===== config.mk =====
export PLATFORM = sky130hd
export DESIGN_NAME = spi_slave_regs
export DESIGN_NICKNAME = d
export VERILOG_FILES = /design/src/rtl/spi_slave_regs.sv
export SDC_FILE = /design/constraint.sdc
export NUM_CORES = 1
export LEC_CHECK = 0
export CAP_MARGIN = 20
export CORE_UTILIZATION = 35
export DETAILED_ROUTE_END_ITERATION = 7
export DONT_BUFFER_PORTS = 1
export SKIP_CTS_REPAIR_TIMING = 1
export SYNTH_ARGS = -nofsm -noshare
export SYNTH_HDL_FRONTEND = slang
export SYNTH_SLANG_ARGS = --single-unit

===== constraint.sdc =====
create_clock -name clk_i -period 2.3 [get_ports clk_i]
set_input_delay 0.115 -clock clk_i [delete_from_list [all_inputs] [get_ports clk_i]]
set_output_delay 0.115 -clock clk_i [all_outputs]
set_load 0.05 [all_outputs]

===== src/rtl/spi_slave_regs.sv =====
// SPI mode-0 responder giving an external master auto-incrementing byte access
// to a small register file, with a local write port and an SPI-write event output.
module spi_slave_regs #(
    parameter int ADDR_BITS = 4
) (
    input  logic                 clk_i,
    input  logic                 rst_i,
    input  logic                 ncs_i,
    input  logic                 sclk_i,
    input  logic                 mosi_i,
    output logic                 miso_o,
    input  logic                 loc_wr_en_i,
    input  logic [ADDR_BITS-1:0] loc_addr_i,
    input  logic [7:0]           loc_wr_data_i,
    output logic                 wr_valid_o,
    output logic [ADDR_BITS-1:0] wr_addr_o,
    output logic [7:0]           wr_data_o,
    output logic                 busy_o,
    output logic [1:0]           dbg_state_o
);

    localparam int DEPTH = 1 << ADDR_BITS;
    localparam logic [ADDR_BITS-1:0] ADDR_ONE = ADDR_BITS'(1);

    typedef enum logic [1:0] {
        ST_IDLE = 2'd0,
        ST_CMD  = 2'd1,
        ST_DATA = 2'd2
    } state_e;

    state_e                 state_q;
    logic                   ncs_s1_q, ncs_s2_q;
    logic                   sclk_s1_q, sclk_s2_q, sclk_s3_q;
    logic                   mosi_s1_q, mosi_s2_q;
    logic [2:0]             bit_cnt_q;
    logic [7:0]             sh_q;
    logic [7:0]             tx_q;
    logic                   rw_q;
    logic [ADDR_BITS-1:0]   addr_q;
    logic                   miso_q;
    logic                   armed_q;
    logic [1:0]             settle_q;
    logic                   st_pend_q;
    logic [ADDR_BITS-1:0]   st_addr_q;
    logic [7:0]             st_data_q;
    logic                   wr_valid_q;
    logic [ADDR_BITS-1:0]   wr_addr_q;
    logic [7:0]             wr_data_q;
    logic [7:0]             regs_q [0:DEPTH-1];

    logic                   sclk_rise;
    logic                   sclk_fall;
    logic [7:0]             byte_d;
    logic [ADDR_BITS-1:0]   cmd_addr_d;

    always_comb begin
        sclk_rise  = sclk_s2_q & ~sclk_s3_q;
        sclk_fall  = ~sclk_s2_q & sclk_s3_q;
        byte_d     = {sh_q[6:0], mosi_s2_q};
        cmd_addr_d = byte_d[ADDR_BITS-1:0];
    end

    // Decode FSM. A byte store is staged one cycle (st_pend_q) so the register
    // update and the wr_valid pulse land on the same clock edge.
    always_ff @(posedge clk_i) begin
        if (rst_i) begin
            state_q    <= ST_IDLE;
            ncs_s1_q   <= 1'b1;
            ncs_s2_q   <= 1'b1;
            sclk_s1_q  <= 1'b0;
            sclk_s2_q  <= 1'b0;
            sclk_s3_q  <= 1'b0;
            mosi_s1_q  <= 1'b0;
            mosi_s2_q  <= 1'b0;
            bit_cnt_q  <= 3'd0;
            sh_q       <= 8'h00;
            tx_q       <= 8'h00;
            rw_q       <= 1'b0;
            addr_q     <= '0;
            miso_q     <= 1'b1;
            armed_q    <= 1'b0;
            settle_q   <= 2'd2;
            st_pend_q  <= 1'b0;
            st_addr_q  <= '0;
            st_data_q  <= 8'h00;
            wr_valid_q <= 1'b0;
            wr_addr_q  <= '0;
            wr_data_q  <= 8'h00;
        end else begin
            ncs_s1_q  <= ncs_i;
            ncs_s2_q  <= ncs_s1_q;
            sclk_s1_q <= sclk_i;
            sclk_s2_q <= sclk_s1_q;
            sclk_s3_q <= sclk_s2_q;
            mosi_s1_q <= mosi_i;
            mosi_s2_q <= mosi_s1_q;

            st_pend_q  <= 1'b0;
            wr_valid_q <= st_pend_q;
            if (st_pend_q) begin
                wr_addr_q <= st_addr_q;
                wr_data_q <= st_data_q;
            end

            if (settle_q != 2'd0) begin
                settle_q <= settle_q - 2'd1;
            end

            if (ncs_s2_q) begin
                // Arming waits until the synchroniser holds a real pin sample,
                // so a select held low across reset is not taken as a new frame.
                state_q   <= ST_IDLE;
                bit_cnt_q <= 3'd0;
                miso_q    <= 1'b1;
                if (settle_q == 2'd0) begin
                    armed_q <= 1'b1;
                end
            end else begin
                case (state_q)
                    ST_IDLE: begin
                        if (armed_q) begin
                            state_q   <= ST_CMD;
                            armed_q   <= 1'b0;
                            bit_cnt_q <= 3'd0;
                            miso_q    <= 1'b0;
                        end
                    end
                    ST_CMD: begin
                        miso_q <= 1'b0;
                        if (sclk_rise) begin
                            sh_q      <= byte_d;
                            bit_cnt_q <= bit_cnt_q + 3'd1;
                            if (bit_cnt_q == 3'd7) begin
                                state_q <= ST_DATA;
                                rw_q    <= byte_d[7];
                                if (byte_d[7]) begin
                                    tx_q   <= regs_q[cmd_addr_d];
                                    addr_q <= cmd_addr_d + ADDR_ONE;
                                end else begin
                                    tx_q   <= 8'h00;
                                    addr_q <= cmd_addr_d;
                                end
                            end
                        end
                    end
                    ST_DATA: begin
                        if (sclk_rise) begin
                            sh_q      <= byte_d;
                            bit_cnt_q <= bit_cnt_q + 3'd1;
                            if (bit_cnt_q == 3'd7) begin
                                addr_q <= addr_q + ADDR_ONE;
                                if (rw_q) begin
                                    tx_q <= regs_q[addr_q];
                                end else begin
                                    st_pend_q <= 1'b1;
                                    st_addr_q <= addr_q;
                                    st_data_q <= byte_d;
                                end
                            end
                        end else if (sclk_fall) begin
                            miso_q <= tx_q[7];
                            tx_q   <= {tx_q[6:0], 1'b0};
                        end
                    end
                    default: begin
                        state_q <= ST_IDLE;
                    end
                endcase
            end
        end
    end

    // SPI store is applied after the local write so it wins on collision.
    always_ff @(posedge clk_i) begin
        if (rst_i) begin
            for (int i = 0; i < DEPTH; i++) begin
                regs_q[i] <= 8'h00;
            end
        end else begin
            if (loc_wr_en_i) begin
                regs_q[loc_addr_i] <= loc_wr_data_i;
            end
            if (st_pend_q) begin
                regs_q[st_addr_q] <= st_data_q;
            end
        end
    end

    assign miso_o      = miso_q;
    assign wr_valid_o  = wr_valid_q;
    assign wr_addr_o   = wr_addr_q;
    assign wr_data_o   = wr_data_q;
    assign busy_o      = ~ncs_s2_q;
    assign dbg_state_o = state_q;

endmodule


==> impl_metrics.yaml, run 1 <==
floorplan:
  coreArea_um2: 29950
  start_util: 0.3587
  die_w_um: 177.2
  io_pins: 35
  dieArea_um2: 31410
  die_y_um: 177.2
  num_rows: 63
placement:
  finalWeightedCongestion: 0.8916
  place_hpwl_mm: 22.65
  port_buffers: 0
synth:
  synth_flop_cell: "edfxtp_1"
  synth_compound_area_frac: 0.1778
  synthAdderAreaFrac: 0.01747
  yosys.area_share.simple: 0.1010
  synth.avg_cell_area_um2: 12.09
  yosysTopAreaCellShare: 0.3577
  synth_edf_count: 128
  synth_cell_types: 54
  yosysSeqAreaShare: 0.4807
  ys_warn_count: 0
  ys_ff_latch: 194
  synth_cells: 889
  synthTopCellsByArea: "edfxtp_1 36%, dfxtp_1 12%, mux2i_1 11%"
  synth_top_area_cell: "edfxtp_1"
  yosys-top-cells-count: "128 x a22o_1, 128 x edfxtp_1, 118 x mux2i_1"
  netlist_area_um2: 10750
  synth_xor_area_frac: 0.003260
  synth_top_family_by_area: "compound AO/OA/AOI/OAI gates"
  synth_fp_nets: 922
  synthMuxAreaShare: 0.1738
  async_flop_share: 0
final_layout:
  area_growth_pct: 12.30
  antenna_cells: 0
  fin_nets: 934
  layout-drive-gt1-share: 0.1893
clocking:
  cts_made_buffers: 17
  clock-root-buffer: "clkbuf_16"
  htreeDepth: 4
  cts_sinks: 194
  insertion_delay_ns: 0.45
  clk_path_buf_depth: 2
  clk_pin_slew_ns: 0.07
  cts_tree: "built"
worst_setup_path:
  cp-start-kind: "flip-flop"
  cp_slowest_stage_delay_ns: 0.50
  reg2reg_to: "addr_q[2]"
  cp.required_ns: 2.63
  cp-end-kind: "flip-flop"
  cpMaxStageDelayCell: "a2111oi_4"
  critPathMaxFanout: 6
  crit_type: "flip-flop to flip-flop"
  ff2ff_path_depth: 7
  critPathMostFrequentCell: "ha_1"
  rr_startpoint: "bit_cnt_q[0]"
  worstPathArrival_ns: 2.39
  r2r_slack_ns: 0.24
  crit_chain: "ha_1 -> ha_1 -> mux2i_1 -> a2111oi_4 -> o21ai_0 -> a22oi_1 -> nor2_1"
power:
  max-vdd-ir-drop_v: 0.0005145
  swShare: 0.2382
  p_per_area_nw_per_um2: 620.6
  clkPwrFrac: 0.394
  p_total_w: 0.007489
  seq_power_share: 0.533
  internal_power_w: 0.005705
  p_comb_frac: 0.072
  p_leak_nw: 4.098
  p_sw_w: 0.001784
timing:
  slew_headroom: 0.2275
  fmax_mhz: 484.8
  tns_ns: 0
  finalSetupViolations: 0
  worst_pin_slew_ns: 1.155
  rsz0062_at_grt: "false"
  finalMaxSlewViolations: 0
  skew_ns: 0.005889
  finalCritPeriodShare: 0.8969
  period_needed_ns: 2.063
  finalHoldViolCount: 0
grt:
  grt_overflow_total: 0
  grt_usage: 0.2054
  grt_pass1_wl_mm: 47.33
  antenna_found_initial: 0
  grt_pass1_vias: 7505
  grt_max_degree: 79
routing:
  drt_iter0_drc: 863
  viasPerCell: 5.923
  drt-total-wl_mm: 31.75
  vias: 7723
  drc: 0
  antenna_left: 0
  route.detailed.wl_per_inst_um: 24.35
  first_pass_iters: 5
min_path:
  hold_path_end: "wr_data_o[0]"
  hold_path.class: "input pin to flip-flop"
  min_from: "rst_i"
  hold_path_depth: 2
run:
  cap_viol_max_count: 0
run_status:
  status: "complete, no violations"
-- critical path, delay by kind of cell, from the launching register on --
family,cells,cell delay (ns)
compound gates,3,0.95
simple gates,1,0.06
mux,1,0.13
flops,1,0.37
fa+ha+maj,2,0.43
-- metal layers --
metal | global-route usage | routed length [um]
met5 | 0 | 0
met4 | 0.08010 | 714
met3 | 0.03007 | 2072
met2 | 0.3267 | 15050
met1 | 0.2804 | 13910
-- registers in the layout, summed over array words and instances, names as in the netlist, 4 cells and up, named ones only --
name and flops:
tx_q 8, wr_addr_o 4, addr_q 4, regs_q 128
st_addr_q 4, sh_q 7, wr_data_o 8, st_data_q 8
-- worst max path at each step --
stage                   start         to  slack, ns  cells after the start
2_1_floorplan  dbg_state_o[1]  flip-flop      0.006                      7
3_3_place_gp   dbg_state_o[1]  addr_q[2]       0.26                      7
3_5_place_dp   dbg_state_o[1]  flip-flop       0.17                      7
4_1_cts        dbg_state_o[1]  addr_q[2]       0.16                      7
5_1_grt          bit_cnt_q[0]  flip-flop       0.05                      7
6_report         bit_cnt_q[0]  addr_q[2]       0.24                      7
-- cell type report --
| class | instances | area, um2 |
|---|---|---|
| Inverter | 15 | 56.30 |
| Tap cell | 390 | 488.0 |
| Fill cell | 2854 | 17890 |
| Timing Repair Buffer | 79 | 690.7 |
| Multi-Input combinational cell | 594 | 5086 |
| Clock inverter | 13 | 123.9 |
| Clock buffer | 19 | 452.9 |
| Sequential cell | 194 | 5169 |
-- cells by family (layout without fill, tap and decap cells) --
kind of cell               after synthesis  after routing
AOI/OAI and AO/OA                      237            237
DFF                                    194            194
and+or+nand+nor                        189            189
muxes                                  149            149
buffers and inverters                  101            126
adders and majority gates               15             15
xor gates and xnor gates                 4              4
-- per-stage QoR --
step           utilization  instance area [um2]  instances  setup slack, ns  hold slack (ns)
2_1_floorplan            -                10750        889         0.005983           0.2188
3_3_place_gp        0.3787                11340       1259           0.2628           0.1956
5_1_grt             0.4028                12070       1304          0.05062          0.02132
4_1_cts             0.3980                11920       1291           0.1553          -0.2773
3_5_place_dp        0.3787                11340       1259           0.1746           0.1958
6_report            0.4028                12070       1304           0.2371          0.01015
-- cell usage in the layout, fill, tap and decap left out, types with 12 or more instances in the layout --
cell,n
a22oi_1,39
ha_1,15
mux2i_1,118
mux4_2,30
nand3_1,13
o21ai_0,26
a22o_1,128
nor2b_1,13
inv_1,16
nand2_1,21
dfxtp_1,63
nor2_2,12
nor2_1,66
a21oi_1,15
edfxtp_1,128
clkbuf_16,17
buf_4,62
-- power by group through the flow --
stage               sequential, W  clock, W  combinational (W)
finish                    0.00399   0.00295           0.000541
global route              0.00400   0.00311           0.000585
CTS                       0.00399   0.00299           0.000451
detailed placement        0.00407         0           0.000449
global placement          0.00406         0           0.000441
floorplan                 0.00400         0           0.000394
No activity file was read; power rests on OpenSTA's default activity.
==> run 2: changes to the inputs <==
==> constraint.sdc (replaced) <==
create_clock -name clk_i -period 2.25 [get_ports clk_i]
set_input_delay 0.1125 -clock clk_i [delete_from_list [all_inputs] [get_ports clk_i]]
set_output_delay 0.1125 -clock clk_i [all_outputs]
set_load 0.05 [all_outputs]
==> impl_metrics.yaml, run 2 (synthesis gave the netlist of run 1 again) <==
placement:
  place_hpwl_mm: 22.75
  placed_area_um2: 11400
  finalWeightedCongestion: 0.9012
  port_buffers: 0
worst_setup_path:
  cp-start-kind: "flip-flop"
  worstPathArrival_ns: 2.39
  cp.required_ns: 2.59
  critPathMaxFanout: 16
  rr_startpoint: "dbg_state_o[0]"
  ff2ff_path_depth: 8
  r2r_slack_ns: 0.20
  crit_type: "flip-flop to flip-flop"
  cp-end-kind: "flip-flop"
  startpoint: "dbg_state_o[0]"
  reg2reg_to: "tx_q[0]"
routing:
  antenna_left: 0
  vias: 7876
  first_pass_iters: 5
  route.detailed.wl_per_inst_um: 24.15
  drt-total-wl_mm: 31.79
  drc: 0
  drt_iter0_drc: 890
  viasPerCell: 5.985
floorplan:
  io_pins: 35
  coreArea_um2: 29950
  die_w_um: 177.2
  die_y_um: 177.2
  dieArea_um2: 31410
  num_rows: 63
  start_util: 0.3587
timing:
  slew_headroom: 0.2349
  fmax_mhz: 488.9
  finalSetupViolations: 0
  finalHoldViolCount: 0
  tns_ns: 0
  hold-worst-slack_ns: 0.002613
  rsz0062_at_grt: "false"
  worst_pin_slew_ns: 1.144
  skew_ns: 0.008942
  period_needed_ns: 2.045
  finalCritPeriodShare: 0.9090
  finalMaxSlewViolations: 0
final_layout:
  fin_util: 0.4085
  regArea_um2: 5170
  top_register: "regs_q"
  final_cell_mix: "128 x a22o_1, 128 x edfxtp_1, 118 x mux2i_1"
  multi_input_area_um2: 5086
  layout-drive-gt1-share: 0.2009
  nFillCells: 2845
  fin_nets: 946
  largest_reg_flops: 128
  design_area_um2: 12240
  antenna_cells: 0
  area_growth_pct: 13.88
grt:
  grt_pass1_wl_mm: 47.51
  grt_usage: 0.2072
  antenna_found_initial: 0
  grt_overflow_total: 0
  grt_max_degree: 79
  grt_pass1_vias: 7567
min_path:
  hold_path_depth: 2
  min_from: "rst_i"
  hold_path_end: "wr_data_o[7]"
  hold_path.class: "input pin to flip-flop"
power:
  max-vdd-ir-drop_v: 0.0005719
  p_sw_w: 0.001877
  seq_power_share: 0.501
  internal_power_w: 0.006291
  p_comb_frac: 0.069
  clkPwrFrac: 0.431
  p_leak_nw: 4.180
  swShare: 0.2298
  p_per_area_nw_per_um2: 667.5
clocking:
  cts_made_buffers: 17
  clock-root-buffer: "clkbuf_16"
  clk_path_buf_depth: 2
  htreeDepth: 4
  clk_pin_slew_ns: 0.07
  cts_tree: "built"
  insertion_delay_ns: 0.45
  cts_sinks: 194
run:
  cap_viol_max_count: 0
run_status:
  status: "complete, no violations"
## run 2: changes by cell type in the layout (fill, tap and decap cells not counted), sizes merged
cell	previous run	this run
buf	67	79
clkinvlp	0	2
bufinv	2	6
clkbuf	20	18
clkinv	6	3
inv	20	19
## run 2: worst max-delay path by stage
stage | end | cells past startpoint
2_1_floorplan | tx_q[1] | 8
3_3_place_gp | tx_q[5] | 5
3_5_place_dp | tx_q[0] | 8
4_1_cts | tx_q[0] | 8
5_1_grt | tx_q[0] | 8
6_report | tx_q[0] | 8
## run 2: critical path: stages (launching register included)
cell and delay, ns:
dfxtp_2 0.37, inv_1 0.10, ha_1 0.22, inv_1 0.16, o22ai_1 0.14, a221oi_4 0.29, buf_4 0.26, o311ai_0 0.17
o221a_1 0.23
## run 2: power groups by stage
stage,clock (W),combinational (W),sequential [W]
2_1_floorplan,0,0.000403,0.00409
3_3_place_gp,0,0.000446,0.00416
3_5_place_dp,0,0.000463,0.00416
4_1_cts,0.00355,0.000465,0.00408
5_1_grt,0.00367,0.000608,0.00410
6_report,0.00352,0.000560,0.00409
## run 2: metrics by stage
step	total power (W)	setup WS, ns	instances
5_1_grt	0.008377	0.06736	1316
3_5_place_dp	0.004626	0.2083	1268
6_report	0.008168	0.2047	1316
3_3_place_gp	0.004604	0.2431	1268
2_1_floorplan	0.004491	0.1726	889
4_1_cts	0.008093	0.2015	1300
## run 2: layout make-up
type | instances | area share
Sequential cell | 194 | 0.4225
Timing Repair Buffer | 91 | 0.06196
Multi-Input combinational cell | 594 | 0.4156
Clock inverter | 15 | 0.02065
Inverter | 15 | 0.004601
Clock buffer | 17 | 0.03476
Tap cell | 390 | 0.03988
## run 2: per-layer routing
metal	wire, um	global-route usage
met5	0	0
met4	942	0.08800
met3	2411	0.03351
met2	14950	0.3278
met1	13480	0.2799
